## src/rtl/project_pwm_peripheral_pkg.sv

```systemverilog
// Shared constants for the PWM peripheral: counting modes and direction states.
package project_pwm_peripheral_pkg;
  localparam logic MODE_UP     = 1'b0;
  localparam logic MODE_UPDOWN = 1'b1;

  typedef enum logic {
    DIR_UP   = 1'b0,
    DIR_DOWN = 1'b1
  } dir_e;
endpackage

```

## src/rtl/project_pwm_peripheral_prescaler.sv

```systemverilog
// Clock divider: one-clock o_tick every i_prescale+1 enabled clocks; held at 0 while disabled.
module project_pwm_peripheral_prescaler
  import project_pwm_peripheral_pkg::*;
#(
  parameter int PRESC_WIDTH = 4
) (
  input  logic                   i_clk,
  input  logic                   i_reset_n,
  input  logic                   i_enable,
  input  logic [PRESC_WIDTH-1:0] i_prescale,
  output logic                   o_tick
);
  localparam logic [PRESC_WIDTH-1:0] ONE = PRESC_WIDTH'(1);

  logic [PRESC_WIDTH-1:0] presc_q, presc_d;

  assign o_tick = i_enable && (presc_q == i_prescale);

  always_comb begin
    presc_d = presc_q + ONE;
    if (!i_enable || o_tick) presc_d = '0;
  end

  always_ff @(posedge i_clk or negedge i_reset_n) begin
    if (!i_reset_n) presc_q <= '0;
    else            presc_q <= presc_d;
  end
endmodule

```

## src/rtl/project_pwm_peripheral_counter.sv

```systemverilog
// Period timebase, direction FSM, shadowed period/duty and duty comparator producing raw PWM.
module project_pwm_peripheral_counter
  import project_pwm_peripheral_pkg::*;
#(
  parameter int WIDTH       = 8,
  parameter int PRESC_WIDTH = 4
) (
  input  logic                   i_clk,
  input  logic                   i_reset_n,
  input  logic                   i_enable,
  input  logic                   i_mode,
  input  logic [PRESC_WIDTH-1:0] i_prescale,
  input  logic [WIDTH-1:0]       i_period,
  input  logic [WIDTH-1:0]       i_duty,
  input  logic                   i_load,
  output logic                   o_pwm,
  output logic [WIDTH-1:0]       o_count,
  output logic                   o_period_end,
  output logic                   o_load_pending
);
  localparam logic [WIDTH-1:0] ONE = WIDTH'(1);

  logic             tick;
  logic             boundary;
  logic [WIDTH-1:0] count_q, count_d;
  dir_e             dir_q, dir_d;
  logic             mode_q, mode_d;
  logic [WIDTH-1:0] per_act_q, per_act_d, duty_act_q, duty_act_d;
  logic [WIDTH-1:0] per_pend_q, per_pend_d, duty_pend_q, duty_pend_d;
  logic             pend_flag_q, pend_flag_d;
  logic             pe_q, pe_d;
  logic             pwm_q, pwm_d;

  project_pwm_peripheral_prescaler #(.PRESC_WIDTH(PRESC_WIDTH)) u_presc (
    .i_clk      (i_clk),
    .i_reset_n  (i_reset_n),
    .i_enable   (i_enable),
    .i_prescale (i_prescale),
    .o_tick     (tick)
  );

  always_comb begin
    count_d     = count_q;
    dir_d       = dir_q;
    mode_d      = mode_q;
    per_act_d   = per_act_q;
    duty_act_d  = duty_act_q;
    per_pend_d  = per_pend_q;
    duty_pend_d = duty_pend_q;
    pend_flag_d = pend_flag_q;
    boundary    = 1'b0;

    if (!i_enable) begin
      count_d = '0;
      dir_d   = DIR_UP;
      mode_d  = i_mode;
      if (i_load) begin
        per_pend_d  = i_period;
        duty_pend_d = i_duty;
        per_act_d   = i_period;
        duty_act_d  = i_duty;
        pend_flag_d = 1'b0;
      end
    end else begin
      if (tick) begin
        if (mode_q == MODE_UP || per_act_q == '0) begin
          if (count_q == per_act_q) begin
            count_d  = '0;
            boundary = 1'b1;
          end else begin
            count_d = count_q + ONE;
          end
        end else if (dir_q == DIR_UP) begin
          count_d = count_q + ONE;
          if (count_q == per_act_q - ONE) dir_d = DIR_DOWN;
        end else begin
          count_d = count_q - ONE;
          if (count_q == ONE) begin
            dir_d    = DIR_UP;
            boundary = 1'b1;
          end
        end
      end
      // Boundary copies the old pending set; a coincident load then refills pending.
      if (boundary) begin
        per_act_d   = per_pend_q;
        duty_act_d  = duty_pend_q;
        mode_d      = i_mode;
        pend_flag_d = 1'b0;
      end
      if (i_load) begin
        per_pend_d  = i_period;
        duty_pend_d = i_duty;
        pend_flag_d = 1'b1;
      end
    end

    pe_d  = boundary;
    pwm_d = i_enable && (count_d < duty_act_d);
  end

  always_ff @(posedge i_clk or negedge i_reset_n) begin
    if (!i_reset_n) begin
      count_q     <= '0;
      dir_q       <= DIR_UP;
      mode_q      <= MODE_UP;
      per_act_q   <= '0;
      duty_act_q  <= '0;
      per_pend_q  <= '0;
      duty_pend_q <= '0;
      pend_flag_q <= 1'b0;
      pe_q        <= 1'b0;
      pwm_q       <= 1'b0;
    end else begin
      count_q     <= count_d;
      dir_q       <= dir_d;
      mode_q      <= mode_d;
      per_act_q   <= per_act_d;
      duty_act_q  <= duty_act_d;
      per_pend_q  <= per_pend_d;
      duty_pend_q <= duty_pend_d;
      pend_flag_q <= pend_flag_d;
      pe_q        <= pe_d;
      pwm_q       <= pwm_d;
    end
  end

  assign o_pwm          = pwm_q;
  assign o_count        = count_q;
  assign o_period_end   = pe_q;
  assign o_load_pending = pend_flag_q;
endmodule

```

## config.mk

```make
export PLATFORM = sky130hd
export DESIGN_NAME = project_pwm_peripheral_counter
export DESIGN_NICKNAME = d
export VERILOG_FILES = /design/src/rtl/project_pwm_peripheral_pkg.sv /design/src/rtl/project_pwm_peripheral_prescaler.sv /design/src/rtl/project_pwm_peripheral_counter.sv
export SDC_FILE = /design/constraint.sdc
export NUM_CORES = 1
export LEC_CHECK = 0
export CORE_ASPECT_RATIO = 1.2
export CORE_UTILIZATION = 60
export CTS_CLUSTER_SIZE = 12
export DETAILED_ROUTE_END_ITERATION = 10
export GPL_ROUTABILITY_DRIVEN = 0
export PLACE_DENSITY = 0.89
export SETUP_SLACK_MARGIN = 0.2
export SYNTH_ARGS = -nofsm -noshare
export SYNTH_HDL_FRONTEND = slang
export SYNTH_SLANG_ARGS = --single-unit
export TNS_END_PERCENT = 50
```

## constraint.sdc

```tcl
create_clock -name i_clk -period 10.6 [get_ports i_clk]
set_input_delay 3.18 -clock i_clk [delete_from_list [all_inputs] [get_ports i_clk]]
set_output_delay 3.18 -clock i_clk [all_outputs]
set_load 0.01 [all_outputs]
```

==> impl_summary.md <==
Synth
Sorting the synthesized cells by area gives the leading types as sky130_fd_sc_hd__dfrtp_1 (43%), sky130_fd_sc_hd__mux2_2 (7.1%), sky130_fd_sc_hd__ha_1 (5.3%), sky130_fd_sc_hd__xnor2_1 (5.2%), sky130_fd_sc_hd__a221o_1 (2.1%). For this run, the leading register cell type out of synthesis is sky130_fd_sc_hd__dfrtp_1. Yosys mapped a number of flops with a built-in enable equal to 0. Sequential elements use a little over two fifths of the synthesized area. The distinct cell type count of the synthesized netlist is 50.

The Yosys warning count is 0. Of all cell types, the one taking the most synthesized area is sky130_fd_sc_hd__dfrtp_1. After synthesis the netlist holds a flip-flop and latch count of between 40 and 50. In this run the biggest area consumer among cell types represents 43.1% of the synthesized area. The average instance in the mapped netlist occupies between 10 and 15 um^2. The synthesized netlist occupies a cell area of about 2800 um^2. The gate count after technology mapping is about 270. The post-synthesis net count is 310. After synthesis, the share of flip-flops with an asynchronous set or reset is between 90% and 100%.

Setup path
The endpoint required time on the critical path is 10820 ps. The worst setup path is captured at a flip-flop. The arrival time at the worst endpoint is 6400 ps. The largest fanout of any net on the critical path is 22. The sort of element at the start of the critical path is an input pin. The critical path is of the input pin to flip-flop type. In this run the critical register-to-register path is launched from per_act_q[1]$_DFFE_PN0P_.

The endpoint of the most critical register-to-register path is o_pwm$_DFF_PN0_. The worst reg2reg path depth is 15. The critical path starts at i_load. The slack of the worst reg-to-reg path is slightly below 7000 ps.

Finish
The area growth from synthesis to layout is 16.7%. The number of filler cells placed in the layout is roughly 310. Leaving out fill and tap cells, the most frequent cell in the layout is sky130_fd_sc_hd__dfrtp_1. The net count of the finished layout is about 340. The finished cells cover about 3300 um^2. In the layout the commonest cells are sky130_fd_sc_hd__dfrtp_1 (49), sky130_fd_sc_hd__clkdlybuf4s50_1 (34), sky130_fd_sc_hd__mux2_2 (18). The sequential cells in the finished layout cover a total of roughly 1200 um^2. The fraction of final layout cells with drive strength greater than 1 is between 10% and 20%.

The multi-input combinational cells in the finished layout cover a total of 1500 um^2. The number of antenna diodes in the final layout is 0.

Global routing
The via count of the first global-routing pass is 2220. Entering global routing, the biggest net connects 50 pins. The initial antenna violation count is 0. Global routing consumed, over all layers together, about 27% of the routing resources.

The wire length of the first global-routing pass is roughly 10000 um. Global routing finished with a remaining overflow of 0.

Worst hold path
The startpoint identified for the worst hold timing path is per_pend_q[5]$_DFFE_PN0P_. For hold timing, the worst endpoint is per_pend_q[5]$_DFFE_PN0P_. The worst hold path belongs to the class flip-flop to flip-flop.

Along the worst hold path, the cell count comes to 1.

Clock tree
The H-tree generated during clock tree synthesis spans 2 levels. The clock latency reported for the late side of the worst-skew pair is about 300 ps. The count of hold-fix buffers inserted at cts is 0. The clock transition time at the flip-flop clock pins of the worst setup and hold paths is roughly 90 ps.

The TritonCTS buffer count is 5. TritonCTS built the clock tree. The longest clock path from root to sink contains 2 buffers. Once the clock tree was built, the resizer swapped 0 gates to a different size. The buffers inserted during post-CTS setup optimization is 0. The clock drives 49 sinks.

In this run the clock root is driven by a sky130_fd_sc_hd__clkbuf_8.

Placed design
Summed over all nets, the half-perimeter wirelength after detailed placement is between 4000 and 5000 um. Port buffering added 35 buffers. The post-place instance area is between 3000 and 4000 um^2.

Floorplan
After floorplanning, the core was divided into 27 placement rows. The core region is approximately 4600 um^2. The die is between 70 and 80 um tall. The starting density of the core is 62.4%. The count of boundary I/O pins is 36.

The floorplan die area is between 5000 and 6000 um^2. The die boundary width is about 65 um.

Flow run
The number of maximum-capacitance constraint violations is 0.

Route
The iteration count of the initial detailed-routing pass is 7. Once detail routing completed, the nets flagged for antenna violations numbered 0. Wires add up to roughly 6400 um. The number of design rule violations left after detail routing is 1. Using the TritonRoute via totals, the vias-per-cell ratio works out to about 6.3. For this block, the initial DRC count from the detailed router was 292. The routed wirelength normalized by instance count is 17.7 um.

The routed layout has 2284 vias.

Timing
The tightest slew margin relative to the limit is 30.2%. The transition time at the pin with the least slew margin is roughly 1000 ps. The count of endpoints failing hold in the final timing report is 0. The share of the clock period used by the worst path after layout is about 58%. Static timing analysis puts the maximum clock frequency at ~160 MHz. Setup repair after global routing left no endpoint under its margin.

The final setup violation count is 0. The setup TNS is 0 ps. On the final layout, the worst clock skew is about 9.5 ps.

Counting I/O delays and the setup requirement, the final critical path takes 6180 ps. The number of max-slew violations in the final report came to 0.

Power
The design draws roughly 0.43 mW. The power density relative to cell area is about 130 nW/um^2. The worst supply voltage drop on vdd is roughly 0.00010 V. The analysis attributes to cell leakage a power of around 1.4 nW.

Status
The final reports fail on DRC. The run finished, with violations left.
## flip-flops by register name, indices dropped and copies added (netlist names)
register / flops
duty_act_q: 8
duty_pend_q: 8
o_count: 8
per_act_q: 8
per_pend_q: 8
u_presc.presc_q: 4
dir_q: 1
mode_q: 1
o_load_pending: 1
o_period_end: 1
o_pwm: 1
## logic make-up (layout without fill, tap and decap cells)
kind of cell	count (synthesis)	in the layout	synth area share [%]
muxes	22	22	8.53
DFF	49	49	43.1
AOI/OAI and AO/OA	67	67	18.0
and+or+nand+nor	75	75	14.5
xor gates and xnor gates	21	21	6.46
adders and majority gates	12	12	5.27
buffers and inverters	27	57	4.18
## synthesized netlist by cell type (all sizes together) (3+ instances only)
cell type / count
mux2i: 4
o22ai: 9
nand4: 9
o31ai: 5
xor2: 4
and3: 3
xnor2: 17
o21ai: 11
nor2: 14
nor3: 6
nor4: 3
a221o: 6
nor2b: 4
buf: 5
and2: 7
nand3: 6
a221oi: 7
mux2: 18
nand2: 14
a21oi: 10
dfrtp: 49
clkbuf: 9
inv: 12
ha: 12
## worst max-delay path, cell delays in order
cell,delay (ps)
sky130_fd_sc_hd__clkdlybuf4s50_1,1080
sky130_fd_sc_hd__nor2b_1,610
sky130_fd_sc_hd__nor2_4,220
sky130_fd_sc_hd__a221oi_2,280
sky130_fd_sc_hd__ha_1,290
sky130_fd_sc_hd__a21oi_1,160
sky130_fd_sc_hd__o21ai_0,100
sky130_fd_sc_hd__nor3_1,190
sky130_fd_sc_hd__nand2_1,80
sky130_fd_sc_hd__o31ai_1,190
## report_power, final
group | internal (mW) | total [mW] | switching (mW)
clock network | 0.0770 | 0.137 | 0.0601
registers | 0.203 | 0.220 | 0.0169
logic | 0.0393 | 0.0759 | 0.0366
## metal layers
metal  global-route usage (%)  vias up  share of wire, %
li1                         -     1073                 -
met1                     33.3     1110                40
met2                     48.4       86                52
met3                     3.82       15               5.3
met4                     7.33        0               2.3
met5                        0        -                 0
## metrics by stage
step                      worst slack, ps  instances  utilization, %  hold slack (ps)
final                                4420        361            72.9              513
after floorplan                      5290        273               -              474
after CTS                            4430        361            72.9              517
after detailed placement             4140        353            70.3              497
after global placement               4300        353            70.3              490
after global routing                 4060        361            72.9              528
## worst max path at each step
stage                            to  cells past startpoint
floorplan           o_pwm$_DFF_PN0_                     14
global placement    o_pwm$_DFF_PN0_                     10
detailed placement  o_pwm$_DFF_PN0_                     10
CTS                 o_pwm$_DFF_PN0_                     10
global route        o_pwm$_DFF_PN0_                     10
finish              o_pwm$_DFF_PN0_                     10
## area by class of cell
cell class                      count  area share (%)
Clock buffer                        7            2.60
Clock inverter                      1           0.904
Inverter                           13            1.62
Multi-Input combinational cell    197            45.2
Sequential cell                    49            36.9
Tap cell                           58            2.18
Timing Repair Buffer               36            10.6
Note: power is estimated with default switching activity, not from simulation.
